[src/rtl/bayer_pkg.sv]
// -----------------------------------------------------------------------------
// bayer_pkg
//   Shared types and helpers for the synthetic Bayer-RAW pattern source and
//   for anything that has to interpret its output (e.g. a raw2rgb checker).
//   - mode_e      : pattern selection (HBAR, VBAR, RAMP, AUTO)
//   - bayer_ch_e  : colour channel of one mosaic site (R, G, B)
//   - tstate_e    : timing generator run state
//   - bar_rgb()   : 8-entry colour bar LUT, returns {r,g,b} on/off flags
//   - bayer_ch()  : channel at (row,col) parity for a 4-character pattern
//   - pattern_ok(): true for RGGB / GRBG / GBRG / BGGR
// -----------------------------------------------------------------------------
package bayer_pkg;

  typedef enum logic [1:0] {
    HBAR = 2'd0,
    VBAR = 2'd1,
    RAMP = 2'd2,
    AUTO = 2'd3
  } mode_e;

  typedef enum logic [1:0] {
    R = 2'd0,
    G = 2'd1,
    B = 2'd2
  } bayer_ch_e;

  typedef enum logic {
    ST_IDLE = 1'b0,
    ST_RUN  = 1'b1
  } tstate_e;

  localparam int XY_W   = 12;
  localparam int FCNT_W = 16;

  // Colour bar LUT: index 0..7 -> {r,g,b}, each component fully on or off.
  function automatic logic [2:0] bar_rgb(input logic [2:0] idx);
    logic [2:0] rgb;
    case (idx)
      3'd0:    rgb = 3'b111; // white
      3'd1:    rgb = 3'b110; // yellow
      3'd2:    rgb = 3'b011; // cyan
      3'd3:    rgb = 3'b010; // green
      3'd4:    rgb = 3'b101; // magenta
      3'd5:    rgb = 3'b100; // red
      3'd6:    rgb = 3'b001; // blue
      default: rgb = 3'b000; // black
    endcase
    return rgb;
  endfunction

  // The pattern string is packed with its first character in the MSBs, so
  // row0col0 lives in [31:24] and row1col1 in [7:0].
  function automatic bayer_ch_e bayer_ch(input logic [31:0] pattern,
                                         input logic        row,
                                         input logic        col);
    logic [7:0] c;
    bayer_ch_e  ch;
    case ({row, col})
      2'b00:   c = pattern[31:24];
      2'b01:   c = pattern[23:16];
      2'b10:   c = pattern[15:8];
      default: c = pattern[7:0];
    endcase
    case (c)
      8'h52:   ch = R;
      8'h42:   ch = B;
      default: ch = G;
    endcase
    return ch;
  endfunction

  function automatic logic pattern_ok(input logic [31:0] pattern);
    return (pattern == "RGGB") || (pattern == "GRBG") ||
           (pattern == "GBRG") || (pattern == "BGGR");
  endfunction

endpackage

[src/rtl/bayer_pattern_timing.sv]
// -----------------------------------------------------------------------------
// bayer_pattern_timing
//   Raster timing core: h/v counters plus the IDLE/RUN state machine, and the
//   combinational decode of sync / data-enable / active x,y from that state.
//   The decode is unregistered on purpose: the top registers it together with
//   the pixel data so every output lands in the same clock.
// Ports
//   clk_i, rst_i      clock, async active-high reset
//   en_i              run enable (start from IDLE, continue at frame end)
//   hs_o, vs_o, de_o  sync and active-video decode of the current counters
//   x_o, y_o          active pixel-group / line index, 0 outside active video
//   frame_start_o     counters at h=0,v=0 while running
//   frame_end_o       counters at the last clock of the last line
// -----------------------------------------------------------------------------
module bayer_pattern_timing
  import bayer_pkg::*;
#(
  parameter int H_SYNC = 44,
  parameter int H_BP   = 148,
  parameter int H_ACT  = 480,
  parameter int H_FP   = 88,
  parameter int V_SYNC = 5,
  parameter int V_BP   = 36,
  parameter int V_ACT  = 1080,
  parameter int V_FP   = 4
) (
  input  logic            clk_i,
  input  logic            rst_i,
  input  logic            en_i,
  output logic            hs_o,
  output logic            vs_o,
  output logic            de_o,
  output logic [XY_W-1:0] x_o,
  output logic [XY_W-1:0] y_o,
  output logic            frame_start_o,
  output logic            frame_end_o
);

  localparam logic [XY_W-1:0] H_LAST  = XY_W'(H_SYNC + H_BP + H_ACT + H_FP - 1);
  localparam logic [XY_W-1:0] V_LAST  = XY_W'(V_SYNC + V_BP + V_ACT + V_FP - 1);
  localparam logic [XY_W-1:0] H_SYNCW = XY_W'(H_SYNC);
  localparam logic [XY_W-1:0] V_SYNCW = XY_W'(V_SYNC);
  localparam logic [XY_W-1:0] H_OFF   = XY_W'(H_SYNC + H_BP);
  localparam logic [XY_W-1:0] V_OFF   = XY_W'(V_SYNC + V_BP);
  localparam logic [XY_W-1:0] H_END   = XY_W'(H_SYNC + H_BP + H_ACT);
  localparam logic [XY_W-1:0] V_END   = XY_W'(V_SYNC + V_BP + V_ACT);

  tstate_e         state_q;
  logic [XY_W-1:0] h_q;
  logic [XY_W-1:0] v_q;
  logic            h_act_s;
  logic            v_act_s;

  // Run state and raster counters. Once running, a frame is always finished;
  // en_i is only looked at on the last clock of the frame.
  always_ff @(posedge clk_i or posedge rst_i) begin
    if (rst_i) begin
      state_q <= ST_IDLE;
      h_q     <= '0;
      v_q     <= '0;
    end else begin
      case (state_q)
        ST_IDLE: begin
          h_q     <= '0;
          v_q     <= '0;
          state_q <= en_i ? ST_RUN : ST_IDLE;
        end
        ST_RUN: begin
          if (h_q == H_LAST) begin
            h_q <= '0;
            if (v_q == V_LAST) begin
              v_q     <= '0;
              state_q <= en_i ? ST_RUN : ST_IDLE;
            end else begin
              v_q     <= v_q + 12'd1;
              state_q <= ST_RUN;
            end
          end else begin
            h_q     <= h_q + 12'd1;
            v_q     <= v_q;
            state_q <= ST_RUN;
          end
        end
        default: begin
          h_q     <= '0;
          v_q     <= '0;
          state_q <= ST_IDLE;
        end
      endcase
    end
  end

  assign h_act_s = (h_q >= H_OFF) && (h_q < H_END);
  assign v_act_s = (v_q >= V_OFF) && (v_q < V_END);

  // Region decode of the current counter state; everything is zero in IDLE.
  always_comb begin
    hs_o          = 1'b0;
    vs_o          = 1'b0;
    de_o          = 1'b0;
    x_o           = '0;
    y_o           = '0;
    frame_start_o = 1'b0;
    frame_end_o   = 1'b0;
    if (state_q == ST_RUN) begin
      hs_o          = (h_q < H_SYNCW);
      vs_o          = (v_q < V_SYNCW);
      de_o          = h_act_s && v_act_s;
      frame_start_o = (h_q == 12'd0) && (v_q == 12'd0);
      frame_end_o   = (h_q == H_LAST) && (v_q == V_LAST);
      if (h_act_s && v_act_s) begin
        x_o = h_q - H_OFF;
        y_o = v_q - V_OFF;
      end else begin
        x_o = '0;
        y_o = '0;
      end
    end else begin
      hs_o = 1'b0;
      vs_o = 1'b0;
    end
  end

endmodule

[src/rtl/bayer_pattern_gen.sv]
// -----------------------------------------------------------------------------
// bayer_pattern_gen
//   Synthetic Bayer-RAW video source: self-timed raster with colour bars
//   (horizontal or vertical) or a ramp, mosaicked per PATTERN, PCNT pixels
//   per clock (lane 0 in the LSBs is the leftmost pixel).
// Ports
//   i_pclk, i_rst   pixel clock, async active-high reset (release synchronised)
//   i_en            run enable; a started frame always completes
//   i_mode          0 hbar, 1 vbar, 2 ramp, 3 auto (hbar even / vbar odd frame)
//   o_x, o_y        active pixel-group and line index, 0 outside active video
//   o_valid, o_de   active video (identical, no gaps)
//   o_hs, o_vs      syncs, active-high
//   o_raw           PCNT raw pixels of PW bits, 0 outside active video
//   o_sof           one-clock pulse with the first active pixel group
//   o_frame_cnt     completed frames, wraps
// -----------------------------------------------------------------------------
module bayer_pattern_gen
  import bayer_pkg::*;
#(
  parameter int          PW      = 8,
  parameter int          PCNT    = 4,
  parameter int          H_SYNC  = 44,
  parameter int          H_BP    = 148,
  parameter int          H_ACT   = 480,
  parameter int          H_FP    = 88,
  parameter int          V_SYNC  = 5,
  parameter int          V_BP    = 36,
  parameter int          V_ACT   = 1080,
  parameter int          V_FP    = 4,
  parameter logic [31:0] PATTERN = "GBRG",
  parameter int          BAR_SHX = 4,
  parameter int          BAR_SHY = 5
) (
  input  logic               i_pclk,
  input  logic               i_rst,
  input  logic               i_en,
  input  logic [1:0]         i_mode,
  output logic [11:0]        o_x,
  output logic [11:0]        o_y,
  output logic               o_valid,
  output logic               o_de,
  output logic               o_hs,
  output logic               o_vs,
  output logic [PW*PCNT-1:0] o_raw,
  output logic               o_sof,
  output logic [15:0]        o_frame_cnt
);

  if (!pattern_ok(PATTERN)) begin : g_bad_pattern
    $error("bayer_pattern_gen: PATTERN must be RGGB, GRBG, GBRG or BGGR");
  end
  if (BAR_SHX < 0 || BAR_SHX > XY_W - 3 || BAR_SHY < 0 || BAR_SHY > XY_W - 3) begin : g_bad_shift
    $error("bayer_pattern_gen: BAR_SHX/BAR_SHY out of range");
  end
  // The mode latch relies on frame start falling in vertical sync, never in
  // active video; counters are XY_W bits wide.
  if (V_SYNC < 1 || H_SYNC < 1 || PW < 1 || PCNT < 1 ||
      H_SYNC + H_BP + H_ACT + H_FP > (1 << XY_W) ||
      V_SYNC + V_BP + V_ACT + V_FP > (1 << XY_W)) begin : g_bad_timing
    $error("bayer_pattern_gen: unsupported timing or pixel geometry");
  end

  logic [1:0]         rst_sync_q;
  logic               rst_s;
  logic               hs_s;
  logic               vs_s;
  logic               de_s;
  logic [XY_W-1:0]    x_s;
  logic [XY_W-1:0]    y_s;
  logic               frame_start_s;
  logic               frame_end_s;
  mode_e              mode_q;
  mode_e              mode_d;
  logic [FCNT_W-1:0]  frame_cnt_q;
  logic [2:0]         bar_idx_s;
  logic [2:0]         rgb_s;
  logic [PW*PCNT-1:0] raw_d;
  logic               sof_d;
  logic               hs_q;
  logic               vs_q;
  logic               de_q;
  logic               valid_q;
  logic               sof_q;
  logic [XY_W-1:0]    x_q;
  logic [XY_W-1:0]    y_q;
  logic [PW*PCNT-1:0] raw_q;

  // Reset bridge: asserts immediately, releases two clock edges later.
  always_ff @(posedge i_pclk or posedge i_rst) begin
    if (i_rst) begin
      rst_sync_q <= 2'b11;
    end else begin
      rst_sync_q <= {rst_sync_q[0], 1'b0};
    end
  end
  assign rst_s = rst_sync_q[1];

  bayer_pattern_timing #(
    .H_SYNC (H_SYNC),
    .H_BP   (H_BP),
    .H_ACT  (H_ACT),
    .H_FP   (H_FP),
    .V_SYNC (V_SYNC),
    .V_BP   (V_BP),
    .V_ACT  (V_ACT),
    .V_FP   (V_FP)
  ) u_timing (
    .clk_i         (i_pclk),
    .rst_i         (rst_s),
    .en_i          (i_en),
    .hs_o          (hs_s),
    .vs_o          (vs_s),
    .de_o          (de_s),
    .x_o           (x_s),
    .y_o           (y_s),
    .frame_start_o (frame_start_s),
    .frame_end_o   (frame_end_s)
  );

  // AUTO is resolved when latched, so the pixel path only sees HBAR/VBAR/RAMP.
  // frame_cnt_q has already advanced for the frame that is starting.
  always_comb begin
    mode_d = mode_e'(i_mode);
    case (mode_e'(i_mode))
      AUTO:    mode_d = frame_cnt_q[0] ? VBAR : HBAR;
      default: mode_d = mode_e'(i_mode);
    endcase
  end

  // Mode latch, updated only at frame start so a frame never mixes patterns.
  always_ff @(posedge i_pclk or posedge rst_s) begin
    if (rst_s) begin
      mode_q <= HBAR;
    end else if (frame_start_s) begin
      mode_q <= mode_d;
    end else begin
      mode_q <= mode_q;
    end
  end

  // Completed-frame counter, wraps naturally at 16 bits.
  always_ff @(posedge i_pclk or posedge rst_s) begin
    if (rst_s) begin
      frame_cnt_q <= '0;
    end else if (frame_end_s) begin
      frame_cnt_q <= frame_cnt_q + 16'd1;
    end else begin
      frame_cnt_q <= frame_cnt_q;
    end
  end

  assign bar_idx_s = (mode_q == VBAR) ? y_s[BAR_SHY +: 3] : x_s[BAR_SHX +: 3];
  assign rgb_s     = bar_rgb(bar_idx_s);

  // Pixel formatter, one lane per pixel of the group. With PCNT even every
  // group starts on an even column, so lane parity alone gives the column.
  for (genvar k = 0; k < PCNT; k++) begin : g_lane
    localparam logic LANE_COL = ((k % 2) != 0);
    bayer_ch_e     ch_s;
    logic [PW-1:0] ramp_s;
    logic [PW-1:0] lane_s;

    assign ch_s   = bayer_ch(PATTERN, y_s[0], LANE_COL);
    // Truncating before the arithmetic keeps the result mod 2^PW.
    assign ramp_s = PW'(x_s) * PW'(PCNT) + PW'(k) + PW'(y_s);

    // Lane value: bar component or ramp, forced to 0 outside active video.
    always_comb begin
      lane_s = '0;
      if (de_s) begin
        case (mode_q)
          HBAR, VBAR: begin
            case (ch_s)
              R:       lane_s = {PW{rgb_s[2]}};
              G:       lane_s = {PW{rgb_s[1]}};
              B:       lane_s = {PW{rgb_s[0]}};
              default: lane_s = '0;
            endcase
          end
          RAMP:    lane_s = ramp_s;
          default: lane_s = '0;
        endcase
      end else begin
        lane_s = '0;
      end
    end

    assign raw_d[k*PW +: PW] = lane_s;
  end

  assign sof_d = de_s && (x_s == 12'd0) && (y_s == 12'd0);

  // Output register stage: every output one clock after the counter state.
  always_ff @(posedge i_pclk or posedge rst_s) begin
    if (rst_s) begin
      hs_q    <= 1'b0;
      vs_q    <= 1'b0;
      de_q    <= 1'b0;
      valid_q <= 1'b0;
      sof_q   <= 1'b0;
      x_q     <= '0;
      y_q     <= '0;
      raw_q   <= '0;
    end else begin
      hs_q    <= hs_s;
      vs_q    <= vs_s;
      de_q    <= de_s;
      valid_q <= de_s;
      sof_q   <= sof_d;
      x_q     <= x_s;
      y_q     <= y_s;
      raw_q   <= raw_d;
    end
  end

  assign o_hs        = hs_q;
  assign o_vs        = vs_q;
  assign o_de        = de_q;
  assign o_valid     = valid_q;
  assign o_sof       = sof_q;
  assign o_x         = x_q;
  assign o_y         = y_q;
  assign o_raw       = raw_q;
  assign o_frame_cnt = frame_cnt_q;

endmodule

[config.mk]
export PLATFORM = sky130hd
export DESIGN_NAME = bayer_pattern_gen
export DESIGN_NICKNAME = d
export VERILOG_FILES = /design/src/rtl/bayer_pkg.sv /design/src/rtl/bayer_pattern_timing.sv /design/src/rtl/bayer_pattern_gen.sv
export SDC_FILE = /design/constraint.sdc
export NUM_CORES = 1
export LEC_CHECK = 0
export ABC_AREA = 0
export CAP_MARGIN = 30
export CORE_AREA = 2 2 103 105
export DETAILED_ROUTE_END_ITERATION = 10
export DIE_AREA = 0 0 105 107
export GPL_ROUTABILITY_DRIVEN = 0
export PLACE_DENSITY = 0.9
export SYNTH_ARGS = -nofsm -noshare
export SYNTH_HDL_FRONTEND = slang
export SYNTH_SLANG_ARGS = --single-unit
[constraint.sdc]
create_clock -name i_pclk -period 4.2 [get_ports i_pclk]
set_clock_uncertainty 0.05 [all_clocks]
set_input_delay 0.84 -clock i_pclk [delete_from_list [all_inputs] [get_ports i_pclk]]
set_output_delay 0.84 -clock i_pclk [all_outputs]
set_load 0.005 [all_outputs]
==> results.md <==
GRT:
- The first global-routing pass estimated approximately 21000 µm of wire.
- The initial antenna violation count came to 0.
- The maximum number of pins on one net before global-route repair is 61.
- The total congestion overflow after global routing is 0.
- The global-route total usage across every layer is 0.2370.
- The number of global-route vias before repair is 4415.

Worst hold path:
- In this run the most critical hold path is launched from rst_sync_q[0]$_DFF_PP1_.
- The type of the most critical hold path is flip-flop to flip-flop.
- The worst hold path cell count is 0.
- The path with the worst hold slack has its endpoint at rst_sync_q[1]$_DFF_PP1_.

Synthesis:
- The portion of the post-synthesis area used by sequential elements is 0.4812.
- Yosys attributes the largest share of cell area to dfrtp_1 47%, xnor2_1 6.7%, ha_1 4.7%.
- The most used flip-flop cell after synthesis is dfrtp_1.
- During synthesis, Yosys emitted a total of 0 warnings.
- When the netlist entered floorplanning its net count stood at a little under 600.
- By instance count, the leading cell after synthesis is dfrtp_1.
- The largest area contributor in the netlist is dfrtp_1.
- A synthesized cell averages 9.591 µm².
- The post-synthesis sequential element count is 103.
- The netlist uses 57 different library cells.
- The fraction of synthesized cell area taken by the top area cell type is 0.4714.
- The mapped netlist covers 5361 µm².
- Counting flops with a built-in enable in the synthesized netlist gives 0.
- After technology mapping, the gate count stands at 559.
- The async set-reset flop share out of synthesis is 1.000.
- Sorting the synthesized cells by how often they occur yields 101 x dfrtp_1, 52 x nor2_1, 51 x nand2_1.

Setup path:
- In this run the worst path has a maximum fanout of 13.
- The endpoint kind of the worst setup timing path is a flip-flop.
- The launch point of the worst path is u_timing.h_q[6]$_DFF_PP0_.
- Together, buffers and inverters on the worst path number 3.
- The maximum single-stage delay on the critical path is 0.59 ns.
- The slowest stage of the critical path belongs to the cell or4_1.
- The worst reg-to-reg path cell count is 16.
- The required time reported for the critical path endpoint is 4.45 ns.
- The signal on the critical path passes through inv_1, ha_1, a211o_1, a2111oi_2, nand2_1, or4_1, buf_4, nor3_2, buf_4, fa_2, a21o_1, a21oi_2, o21ai_0, xor2_1, nand2_1, a21oi_1.
- The startpoint identified for the worst register-to-register timing path is u_timing.h_q[6]$_DFF_PP0_.
- The cell family contributing the most delay on the critical path is compound AO/OA/AOI/OAI gates.
- The startpoint-to-endpoint class of the critical path is flip-flop to flip-flop.
- STA puts the critical path data arrival time at 4.31 ns.
- The endpoint identified for the worst register-to-register timing path is o_raw[30]$_DFF_PP0_.
- The setup check on the worst reg-to-reg path leaves a slack of about 0.14 ns.
- STA classifies the critical path startpoint as a flip-flop.

STA:
- For the pin with the worst max-slew slack, the measured transition is 0.7211 ns.
- The fraction of the cycle the final worst path needs is 0.9666.
- The minimum clock period after layout is 4.060 ns.
- Static timing analysis puts the maximum clock frequency at 0.2463 GHz.
- The count of pins over their slew limit was 0.
- The smallest setup slack after layout is 0.1401 ns.
- The final count of negative-setup-slack endpoints is 0.
- The count of final hold-check violations was 0.
- Summed over all failing endpoints, the final setup total negative slack is 0 ns.
- In this run the tightest slew margin relative to its limit is 0.5148.

Cells and area:
- At the end of the flow the core is filled with cells to 0.6496.
- The area growth from synthesis to layout is 22.29%.
- The finished layout holds between 700 and 800 standard cells, fillers aside.
- 0 antenna diodes ended up in the layout.
- The final non-filler cell area is ~6600 µm².
- Counting the fill cells in the layout gives ~770.
- Of the cells placed in the final design, the portion with a size suffix greater than 1 is 0.08819.
- The number of nets in the finished design is about 660.

Die:
- The area of the placeable core is ~10000 µm².
- The effective utilization at floorplan is 0.5312.
- The boundary pin count is 82.
- The floorplan row count is 37.
- The floorplan step set the die height to 107 µm.
- The die covers 11240 µm².
- In this run the horizontal extent of the chip is 105 µm.

Detailed routing:
- The detailed router placed 4463 vias in this run.
- Dividing the detail-routed via count by the number of cells gives slightly below 6.
- For this block, the initial DRC count from the detailed router was 346.
- The total length of routed wires is 13010 µm.
- Dividing the detail-routed wire length by the instance count gives approximately 17 µm.
- For this run, design rule violations remaining after detail routing come to 0.
- The number of antenna-violating nets in the routed design is 0.
- The number of search-and-repair iterations in the first detailed-routing pass is 5.

Clocking:
- The number of clock buffers inserted by TritonCTS is 9.
- The CTS clock-pin slew for the worst setup and hold paths is 0.10 ns.
- The longest clock path from root to sink contains 2 buffers.
- The tree built by TritonCTS fans out to 103 sinks.
- TritonCTS built the clock tree.
- The later pin in the worst-skew pair is clocked with a latency of 0.38 ns.
- The root buffer cell is clkbuf_8.
- CTS built an H-tree with a depth of 3.

Placed design:
- The count of buffers from port buffering is 81.
- The placement-stage cell area is 6286 µm².
- Once detailed placement completed, the half-perimeter wirelength came to 9629 µm.
- The number of placed instances with taps included is 753.
- The post-placement worst setup slack is 0.1104 ns.

Power:
- Dividing total power by cell area gives a power density of around 460 nW/µm².
- The static leakage is 0.002898 µW.
- The worst voltage drop across the vdd grid is about 280 µV.

Run:
- The tool flagged a number of max-cap violations equal to 0.

Status:
- The flow ran to the end, and the final reports show no timing, DRC or antenna violations.
layer usage:
layer  vias up  track usage  wire, µm  part of all wire
met5         -            0         0                 0
met3        42      0.04195       891             0.068
met4         0       0.1133       447             0.034
met2       228       0.3966      6592              0.51
li1       2028            -         -                 -
met1      2165       0.2998      5077              0.39
how the worst max path moves through the flow:
stage	slack (ns)	depth (start not counted)	to
detailed placement	0.11	14	o_raw[30]$_DFF_PP0_
floorplan	0.34	18	o_raw[14]$_DFF_PP0_
global route	-0.007	15	o_raw[15]$_DFF_PP0_
CTS	0.05	14	o_raw[30]$_DFF_PP0_
finish	0.14	16	o_raw[30]$_DFF_PP0_
global placement	0.36	15	o_raw[14]$_DFF_PP0_
timing repair:
item / CTS / global route
resized for setup: 0 / 12
hold buffers: 0 / 0
setup buffers: 0 / 2
setup endpoints to repair: 0 / 9
flip-flops by register name, summed over array words and instances, names as in the netlist, 2 cells and up:
signal        flops
rst_sync_q        2
mode_q            2
o_frame_cnt      16
o_y              12
u_timing.v_q     12
u_timing.h_q     12
o_raw            30
o_x              12
cell usage in the layout (no fill, tap or decap), types with 4 or more instances in the layout:
cell type and n:
dfrtp_1 101, clkdlybuf4s50_1 81, nand2_1 51, nor2_1 50, xnor2_1 41, o21ai_0 35, a21oi_1 32, inv_1 24
nand3_1 19, xor2_1 18, ha_1 17, buf_4 17, and3_1 9, nand4_1 9, clkbuf_8 9, nor3_1 8
and2_1 8, nand2b_1 8, nor4_1 7, or3_1 6, nor2b_1 5, a31oi_1 5, and4_1 4, o21a_1 4
a21oi_2 4
final cells by class:
cell class / count / area [µm²] / share of cell area
flip-flops and latches: 103 / 2580 / 0.3935
multi-input cells: 392 / 2557 / 0.3901
repair buffers: 98 / 938.4 / 0.1431
well taps: 136 / 170.2 / 0.02595
clock buffers: 9 / 123.9 / 0.01889
inverters: 26 / 100.1 / 0.01527
clock inverters: 7 / 86.33 / 0.01317
per-stage QoR:
step	power, µW	hold WS (ns)
floorplan	1923	0.2952
global placement	2284	0.2970
detailed placement	2338	0.3046
CTS	2990	0.3199
global route	3188	0.3236
finish	3030	0.3191
power by group:
group | switching, µW | internal (µW) | leakage [µW]
Combinational | 581 | 522 | 0.00143
Clock | 365 | 288 | 0.000104
Sequential | 132 | 1140 | 0.00136
Total | 1080 | 1950 | 0.00290
logic make-up after synthesis:
family	Yosys count	synth area share
compound gates	101	0.1102
mux	5	0.009802
buf+inv	64	0.05018
other cells	1	0.0006994
fa+ha+maj	22	0.05414
flops	103	0.4812
xor+xnor	60	0.1006
simple gates	203	0.1932
(Power assumes the default switching activity.)
